`src/rtl/spi_matrix_tx_pkg.sv`:
```
// Shared types and width helpers for the multi-channel SPI matrix transmitter.
package spi_matrix_tx_pkg;

    typedef enum logic [1:0] {S_IDLE, S_GAP, S_SHIFT} state_t;
    typedef enum logic [1:0] {DATA, COLUMN, IMAGE} kind_t;

    function automatic int max_int(input int a, input int b);
        return (a > b) ? a : b;
    endfunction

    function automatic int cnt_w(input int n);
        return (n < 1) ? 1 : $clog2(n + 1);
    endfunction

    function automatic int idx_w(input int n);
        return (n < 2) ? 1 : $clog2(n);
    endfunction

endpackage

```
`src/rtl/spi_matrix_tx_sclk_gen.sv`:
```
// SCLK generator: half-period counter with fall/rise ticks, runs only when enabled.
module spi_tx_sclk_gen
    import spi_matrix_tx_pkg::*;
#(
    parameter int CLK_DIV = 2
) (
    input  logic I_clk,
    input  logic I_rst,
    input  logic I_en,
    output logic O_sclk,
    output logic O_fall_tick,
    output logic O_rise_tick
);

    localparam int HW = cnt_w(CLK_DIV);
    localparam logic [HW-1:0] LAST = HW'(CLK_DIV - 1);

    logic [HW-1:0] cnt;
    logic          term;

    assign term        = I_en && (cnt == LAST);
    assign O_rise_tick = term && !O_sclk;
    assign O_fall_tick = term && O_sclk;

    always_ff @(posedge I_clk) begin
        if (I_rst || !I_en) begin
            cnt    <= '0;
            O_sclk <= 1'b0;
        end else if (term) begin
            cnt    <= '0;
            O_sclk <= ~O_sclk;
        end else begin
            cnt <= cnt + 1'b1;
        end
    end

endmodule

```
`src/rtl/spi_matrix_tx.sv`:
```
// Parallel multi-channel SPI transmitter with column/image CS gaps.
// Optional idle CS release: define SPI_MATRIX_TX_CS_TIMEOUT_EN.
module spi_matrix_tx
    import spi_matrix_tx_pkg::*;
#(
    parameter int SPI_CHANNEL_NUMBER = 4,
    parameter int DATA_WIDTH         = 8,
    parameter int CLK_DIV            = 2,
    parameter int COLUMN_GAP         = 8,
    parameter int IMAGE_GAP          = 32,
    parameter int CS_TIMEOUT_CYCLES  = 256
) (
    input  logic                                     I_clk,
    input  logic                                     I_rst,
    input  logic                                     I_next_data,
    input  logic                                     I_next_column,
    input  logic                                     I_next_image,
    input  logic [SPI_CHANNEL_NUMBER*DATA_WIDTH-1:0] I_data_flat,
    output logic                                     O_tx_finish,
    output logic                                     O_spi_sclk,
    output logic                                     O_spi_cs_n,
    output logic [SPI_CHANNEL_NUMBER-1:0]            O_spi_mosi,
    output logic                                     O_overrun
);

    localparam int N  = SPI_CHANNEL_NUMBER;
    localparam int W  = DATA_WIDTH;
    localparam int BW = idx_w(W);
    localparam int GW = cnt_w(max_int(IMAGE_GAP, COLUMN_GAP));
    localparam logic [GW-1:0] IMG_GAP = GW'(IMAGE_GAP);
    localparam logic [GW-1:0] COL_GAP = GW'(COLUMN_GAP);
    localparam logic [BW-1:0] LAST_BIT = BW'(W - 1);

    state_t         state;
    kind_t          kind;
    logic [N*W-1:0] shreg, shl;
    logic [N-1:0]   nxt_msb, sh_msb, in_msb;
    logic [BW-1:0]  bcnt;
    logic [GW-1:0]  gcnt;
    logic           last;
    logic           any_pulse;
    logic           fall_tick, rise_tick;

`ifdef SPI_MATRIX_TX_CS_TIMEOUT_EN
    localparam int TW = cnt_w(CS_TIMEOUT_CYCLES);
    localparam logic [TW-1:0] TO_LAST = TW'(CS_TIMEOUT_CYCLES - 1);
    logic [TW-1:0] idle_cnt;
`endif

    assign any_pulse = I_next_data | I_next_column | I_next_image;

    always_comb begin
        kind = DATA;
        unique case (1'b1)
            I_next_image:                  kind = IMAGE;
            I_next_column && !I_next_image: kind = COLUMN;
            default:                       kind = DATA;
        endcase
    end

    always_comb begin
        shl     = '0;
        nxt_msb = '0;
        sh_msb  = '0;
        in_msb  = '0;
        for (int i = 0; i < N; i++) begin
            shl[i*W +: W] = {shreg[i*W +: W-1], 1'b0};
            nxt_msb[i]    = shreg[i*W + W - 2];
            sh_msb[i]     = shreg[i*W + W - 1];
            in_msb[i]     = I_data_flat[i*W + W - 1];
        end
    end

    spi_tx_sclk_gen #(
        .CLK_DIV(CLK_DIV)
    ) u_sclk (
        .I_clk      (I_clk),
        .I_rst      (I_rst),
        .I_en       (state == S_SHIFT),
        .O_sclk     (O_spi_sclk),
        .O_fall_tick(fall_tick),
        .O_rise_tick(rise_tick)
    );

    always_ff @(posedge I_clk) begin
        if (I_rst) begin
            state       <= S_IDLE;
            shreg       <= '0;
            bcnt        <= '0;
            gcnt        <= '0;
            last        <= 1'b0;
            O_tx_finish <= 1'b1;
            O_spi_cs_n  <= 1'b1;
            O_spi_mosi  <= '0;
            O_overrun   <= 1'b0;
`ifdef SPI_MATRIX_TX_CS_TIMEOUT_EN
            idle_cnt    <= '0;
`endif
        end else begin
            if (any_pulse && state != S_IDLE)
                O_overrun <= 1'b1;
            unique case (state)
                S_IDLE: begin
                    if (any_pulse) begin
                        shreg       <= I_data_flat;
                        O_tx_finish <= 1'b0;
                        bcnt        <= '0;
                        last        <= 1'b0;
`ifdef SPI_MATRIX_TX_CS_TIMEOUT_EN
                        idle_cnt    <= '0;
`endif
                        unique case (kind)
                            IMAGE: begin
                                state      <= S_GAP;
                                gcnt       <= IMG_GAP;
                                O_spi_cs_n <= 1'b1;
                            end
                            COLUMN: begin
                                state      <= S_GAP;
                                gcnt       <= COL_GAP;
                                O_spi_cs_n <= 1'b1;
                            end
                            default: begin
                                state      <= S_SHIFT;
                                O_spi_cs_n <= 1'b0;
                                O_spi_mosi <= in_msb;
                            end
                        endcase
                    end
`ifdef SPI_MATRIX_TX_CS_TIMEOUT_EN
                    else if (!O_spi_cs_n) begin
                        idle_cnt <= idle_cnt + 1'b1;
                        if (idle_cnt == TO_LAST)
                            O_spi_cs_n <= 1'b1;
                    end
`endif
                end
                S_GAP: begin
                    if (gcnt <= GW'(1)) begin
                        state      <= S_SHIFT;
                        gcnt       <= '0;
                        O_spi_cs_n <= 1'b0;
                        O_spi_mosi <= sh_msb;
                    end else begin
                        gcnt <= gcnt - 1'b1;
                    end
                end
                S_SHIFT: begin
                    // last is latched at the rising edge so the final high phase completes
                    if (rise_tick)
                        last <= (bcnt == LAST_BIT);
                    if (fall_tick) begin
                        if (last) begin
                            state       <= S_IDLE;
                            O_tx_finish <= 1'b1;
                            O_spi_mosi  <= '0;
                            bcnt        <= '0;
                            last        <= 1'b0;
                        end else begin
                            bcnt       <= bcnt + 1'b1;
                            shreg      <= shl;
                            O_spi_mosi <= nxt_msb;
                        end
                    end
                end
                default: state <= S_IDLE;
            endcase
        end
    end

endmodule

```
`config.mk`:
```
export PLATFORM = sky130hd
export DESIGN_NAME = spi_matrix_tx
export DESIGN_NICKNAME = d
export VERILOG_FILES = /design/src/rtl/spi_matrix_tx_pkg.sv /design/src/rtl/spi_matrix_tx_sclk_gen.sv /design/src/rtl/spi_matrix_tx.sv
export SDC_FILE = /design/constraint.sdc
export NUM_CORES = 1
export LEC_CHECK = 0
export CAP_MARGIN = 20
export CORE_ASPECT_RATIO = 0.6
export CORE_MARGIN = 3
export CORE_UTILIZATION = 50
export DETAILED_ROUTE_END_ITERATION = 12
export GPL_TIMING_DRIVEN = 0
export PLACE_DENSITY = 0.76
export SYNTH_ARGS = -nofsm -noshare
export SYNTH_HDL_FRONTEND = slang
export SYNTH_SLANG_ARGS = --single-unit
```
`constraint.sdc`:
```
create_clock -name I_clk -period 5.5 [get_ports I_clk]
set_clock_uncertainty 0.05 [all_clocks]
set_input_delay 0.825 -clock I_clk [delete_from_list [all_inputs] [get_ports I_clk]]
set_output_delay 0.825 -clock I_clk [all_outputs]
set_load 0.05 [all_outputs]
```
======== After elaboration in Yosys (flattened, before gate mapping) ========
Index checks and enable logic that the tools add are counted.
storage, ports and cells
  memories kept ........................... 0
  ROM bits ................................ 0
  bits in writable memories ............... 0
  input port bits ......................... 37
  latch bits .............................. 0
  word-level logic and storage cells ...... 92
  output and inout bits ................... 8
  register bits after elaboration ......... 54
cells by class
  add/sub/neg operators ................... 3
  divide/modulo/power cells ............... 0
  eq/ne operators ......................... 13
  shift-type cells ........................ 0
  reduce and logical (&&, ||, !) cells .... 24
  multiplexer cells ....................... 37
  multipliers ............................. 0
  bitwise gates (word level) .............. 3
  $lt $le $gt $ge ......................... 1
operator list
  kind                   number
  $mux W32               3
  $pmux W32 S2           1
  $pmux W6 S2            2
  $mux W4                5
  $mux W6                2
  $ne A2 B2 Y1 const B   6
  $pmux W4 S3            1
  $reduce_and A4 Y1      3
  $mux W2                5
  $mux W1                9
  $mux W3                3
  $reduce_and A3 Y1      3
  $eq A2 B1 Y1 const B   3
  $le A6 B1 Y1 const B   1
  $pmux W1 S2            3
  $pmux W2 S3            1
  $pmux W3 S2            1
  $reduce_bool A2 Y1     3
  $sub A6 B1 Y6 const B  1
  $logic_and A1 B1 Y1    5
  $reduce_and A5 Y1      1
  $eq A2 B2 Y1 const B   2
  $pmux W2 S2            1
  $reduce_or A2 Y1       2
  11 further kinds       14

======== Depth between registers and ports, before layout ========
  depth after elaboration ................. 8
  gate-level depth with buffers ........... 8
  gate-level depth less buffers ........... 6

======== By module ========
A second synthesis with hierarchy kept.
second synthesis, totals
  cells, all modules ...................... 299
  area total of the unflattened synthesis .. 2904.0 um2
by module, submodules not included
  module           area each (um2)  times used  sequential area each (um2)  cells each
  spi_matrix_tx    2783.9           1           1021.0                      286
  spi_tx_sclk_gen  120.1            1           60.1                        13

======== Least setup slack after synthesis ========
Ideal clock, no wire load.
  path kind ............................... in2reg
  start ................................... input I_next_column
  end ..................................... register O_spi_mosi[3]
  required time ........................... 5318 ps
  setup time .............................. 132 ps
  path buffers ............................ 0
  stages .................................. 4
  slack ................................... 3417 ps
  arrival ................................. 1901 ps
  cells stage by stage .................... o21ai_0 or4b_2 o21ai_0 a21oi_1
on the way
  cells in the longest elaborated chain, start to end .. 6
  elaborated cells between the ends (all ways) .. 10
  classes of those cells .................. 4 x eq/ne; 1 x mux; 2 x bitwise; 3 x reduce/logical
ends and longest elaborated chain
  what                                                 RTL line              text
  start: declaration                                   spi_matrix_tx.sv:16   input logic I_next_column,
  $logic_and A1 B1 Y1                                  spi_matrix_tx.sv:56   I_next_column && !I_next_image: kind = COLUMN;
  $pmux W2 S2                                          spi_matrix_tx.sv:54   unique case (1'b1)
  $eq A2 B1 Y1 / $eq A2 B2 Y1 (equally long branches)  spi_matrix_tx.sv:112  unique case (kind)
  $reduce_or A2 Y1 (no line)                           -
  $ne A2 B2 Y1 (no line)                               -
  $reduce_and A5 Y1 (no line) *                        -
  end signal: assignment                               spi_matrix_tx.sv:126  O_spi_mosi <= in_msb;
  end signal: assignment                               spi_matrix_tx.sv:143  O_spi_mosi <= sh_msb;
  end signal: assignment                               spi_matrix_tx.sv:162  O_spi_mosi <= nxt_msb;
  end: declaration                                     spi_matrix_tx.sv:22   output logic [SPI_CHANNEL_NUMBER-1:0] O_spi_mosi,
Every way passes the cells marked *; elsewhere a longest branch is shown, timed or not.
A chain may end at the register's enable or synchronous reset.

======== Worst setup path in the final report ========
  start ................................... input I_next_column
  end ..................................... register O_spi_mosi[2]
The elaborated chain is that of the path after synthesis.

==> metrics <==
crit end category flop; post-synthesis mux area share a little under an eighth; dpl ws 2640 ps; clock-pin transition on the worst setup and hold timing paths approximately 90 ps; Max rail drop VDD about 280 uV; first-pass GRT wire length 10800 um; via count about 2400; Hold/Removal Path Class flop to flop; Routed met2 length ~2600 um; outcome finished, final reports clean; TNS Setup 0 ps; vias in the first global route around 2200; Post-Synth Simple-Gate Area 20.5%; final hold violation count 0; drt wl/cell between 15 and 20 um; Post CTS Setup Buffer Count 0; die span in x approximately 100 um; Tmin final 2570 ps; relative slew slack 38.8%; WL final 6580 um; Synth Area in XOR/XNOR 0.328%; Yosys cell types 40; GRT Total Usage around 21%; yosys warns 0; critical path's slowest cell or4b_2; largest stage delay on the critical path 690 ps; cell chain of the critical path clkdlybuf4s50_1 -> o21ai_0 -> or4b_2 -> o21ai_0 -> a21oi_1; syn avg cell area between 8 and 9 sq um; via density per instance 5.65; Area growth syn-to-layout 23.5%; wire length on met3 446 um; Final Cycle Share 46.7%; clock latency on the worst-skew pair 300 ps; initial antenna violation count 0; required time of the critical path around 5600 ps; # setup viols final 0; Peak Freq ~0.39 GHz; post-route ant nets 0; FF+latch count, synth 54; power per standard cell area 585 nW/um^2; Die Span Y 62.6 um; GPL Wtd Cong 0.835; layout cell share with drive strength beyond 1 under 10%; Mapped Nets 350; Clock Tree Buf Depth 2; Port Buffers 44; final worst setup slack 2930 ps; max layer used met4; CP most frequent cell o21ai_0; WHS 394 ps; Iteration-0 DRC Markers 177; Ant. Diodes 0; # DRC 0; total CTS buffers 5; initial core utilization 55.0%; CTS Sinks between 50 and 60; core box area between 4000 and 5000 sq um; Compound-Gate Fraction of Synth Area 18.4%; dpl cells 411; worst-path fanout max 5; Mapped Area 2670 sq um; post-cts gate resize count 0; net count reported at finish 401; Seq/Total Area, Yosys 40.5%; kind of critical path input pin to flop; GRT overflow 0; final non-filler cell total 419; Pre-antenna DRT Iters 4; CTS Hold Bufs 0; FP Rows 19; type of origin of the critical path input pin; Pleak 0.00117 uW; largest net degree at the start of global routing 16; WL met1 3500 um; CTS tree yes; Worst Reg2Reg Path Length in Cells 7; unrepaired setup endpoints after global routing no; synthesized-area fraction occupied by adder cells 4.22%; worst slew pin tran 905 ps; crit path DAT 2690 ps; H-Tree Depth 2; Mapped Cells 304; Clock Root Buffer clkbuf_8; total of max-cap violations 0; worst hold path depth 1; largest family of logic cells by synthesized area simple AND/OR/NAND/NOR gates; Final Slew Violations 0; dpl hpwl 4800 um; Die ar. ~6300 sq um; I/O pin cnt 45
-- flip-flops by register name (all words and copies together), names as in the netlist --
name and cells:
state 2, O_tx_finish 1, O_overrun 1, bcnt 3
u_sclk.cnt 2, O_spi_mosi 4, O_spi_cs_n 1, last 1
gcnt 6, u_sclk.O_sclk 1, shreg 32
-- cells in the final DEF (no fill, tap or decap), types with 2 or more instances in the layout --
master           Yosys  routed
dfxtp_1             54      54
nor2_1              50      50
clkdlybuf4s50_1      0      44
mux2i_1             31      31
a211oi_1            30      30
a21oi_1             19      19
clkbuf_1            13      15
nand2_1             10      10
nand3_1             10      10
nand3b_1             9       9
o21ai_0              9       9
ha_1                 9       9
nand2b_1             8       8
inv_1                7       7
buf_2                5       5
a31oi_1              5       5
clkbuf_8             0       5
nor3_1               4       4
buf_1                2       2
nor2b_1              2       2
or3_1                2       2
or4_1                2       2
o31ai_1              2       2
nor4_1               2       2
a21o_1               2       2
-- synthesized netlist by cell type --
master / n / area [sq um]
a211o_1: 1 / 8.76
a211oi_1: 30 / 225
a211oi_2: 1 / 12.5
a21boi_0: 1 / 7.51
a21o_1: 2 / 15.0
a21oi_1: 19 / 95.1
a31oi_1: 5 / 31.3
buf_1: 2 / 7.51
buf_2: 5 / 25.0
buf_6: 1 / 11.3
clkbuf_1: 13 / 48.8
dfxtp_1: 54 / 1080
ha_1: 9 / 113
inv_1: 7 / 26.3
mux2i_1: 31 / 310
nand2_1: 10 / 37.5
nand2b_1: 8 / 50.1
nand3_1: 10 / 50.1
nand3b_1: 9 / 67.6
nand4_1: 1 / 6.26
nand4b_1: 1 / 8.76
nor2_1: 50 / 188
nor2b_1: 2 / 12.5
nor3_1: 4 / 20.0
nor3b_1: 1 / 7.51
nor4_1: 2 / 12.5
nor4b_1: 1 / 8.76
nor4b_4: 1 / 23.8
o21ai_0: 9 / 45.0
o22ai_1: 1 / 6.26
o311ai_0: 1 / 8.76
o31ai_1: 2 / 15.0
o41a_1: 1 / 11.3
o41ai_1: 1 / 8.76
or2_1: 1 / 6.26
or3_1: 2 / 12.5
or3b_2: 1 / 8.76
or4_1: 2 / 15.0
or4b_2: 1 / 10.0
xnor2_1: 1 / 8.76
-- worst paths after layout --
kind            startpoint       endpoint  slack (ps)
max reg2reg       state[0]      shreg[11]        3030
max          I_next_column  O_spi_mosi[2]        2930
min reg2reg  u_sclk.cnt[0]  u_sclk.cnt[0]         390
min          u_sclk.cnt[0]  u_sclk.cnt[0]         390
-- per-stage QoR --
step	total power [uW]	cell area [sq um]	util (%)
6_report	1930	3290	67.9
5_1_grt	2070	3290	67.9
4_1_cts	1920	3290	67.9
3_5_place_dp	1660	3190	65.7
3_3_place_gp	1630	3190	65.7
2_1_floorplan	1370	2670	-
-- report_power, final --
part	internal, uW	switching (uW)
sequential	534	87.1
clock	136	125
combinational	397	648
total	1070	860
-- cell families after synthesis --
family | Yosys count
AO/OA/AOI/OAI | 74
XOR/XNOR | 1
adder cells (fa/ha/maj) | 9
buffers and inverters | 28
flip-flops | 54
multiplexers | 31
AND/OR/NAND/NOR | 107
-- routing by layer --
| layer | up-vias | global-route usage, % |
|---|---|---|
| met3 | 12 | 4.12 |
| met1 | 1078 | 34.7 |
| li1 | 1199 | - |
| met5 | - | 0 |
| met4 | 0 | 5.21 |
| met2 | 78 | 28.3 |
-- critical path: cells and delay by family --
kind	cells	cell delay, ps
and+or+nand+nor	1	690
buffers and inverters	1	510
AOI/OAI and AO/OA	3	670
-- final cells by class --
class | instances | area [sq um]
fill | 427 | 1560
buffer | 21 | 92.6
clock inverter | 1 | 30.0
sequential | 54 | 1080
tap | 63 | 78.8
clock buffer | 7 | 76.3
multi-input combinational | 222 | 1470
inverter | 7 | 26.3
timing repair buffer | 44 | 440
Power figures use the tool's default switching activity.
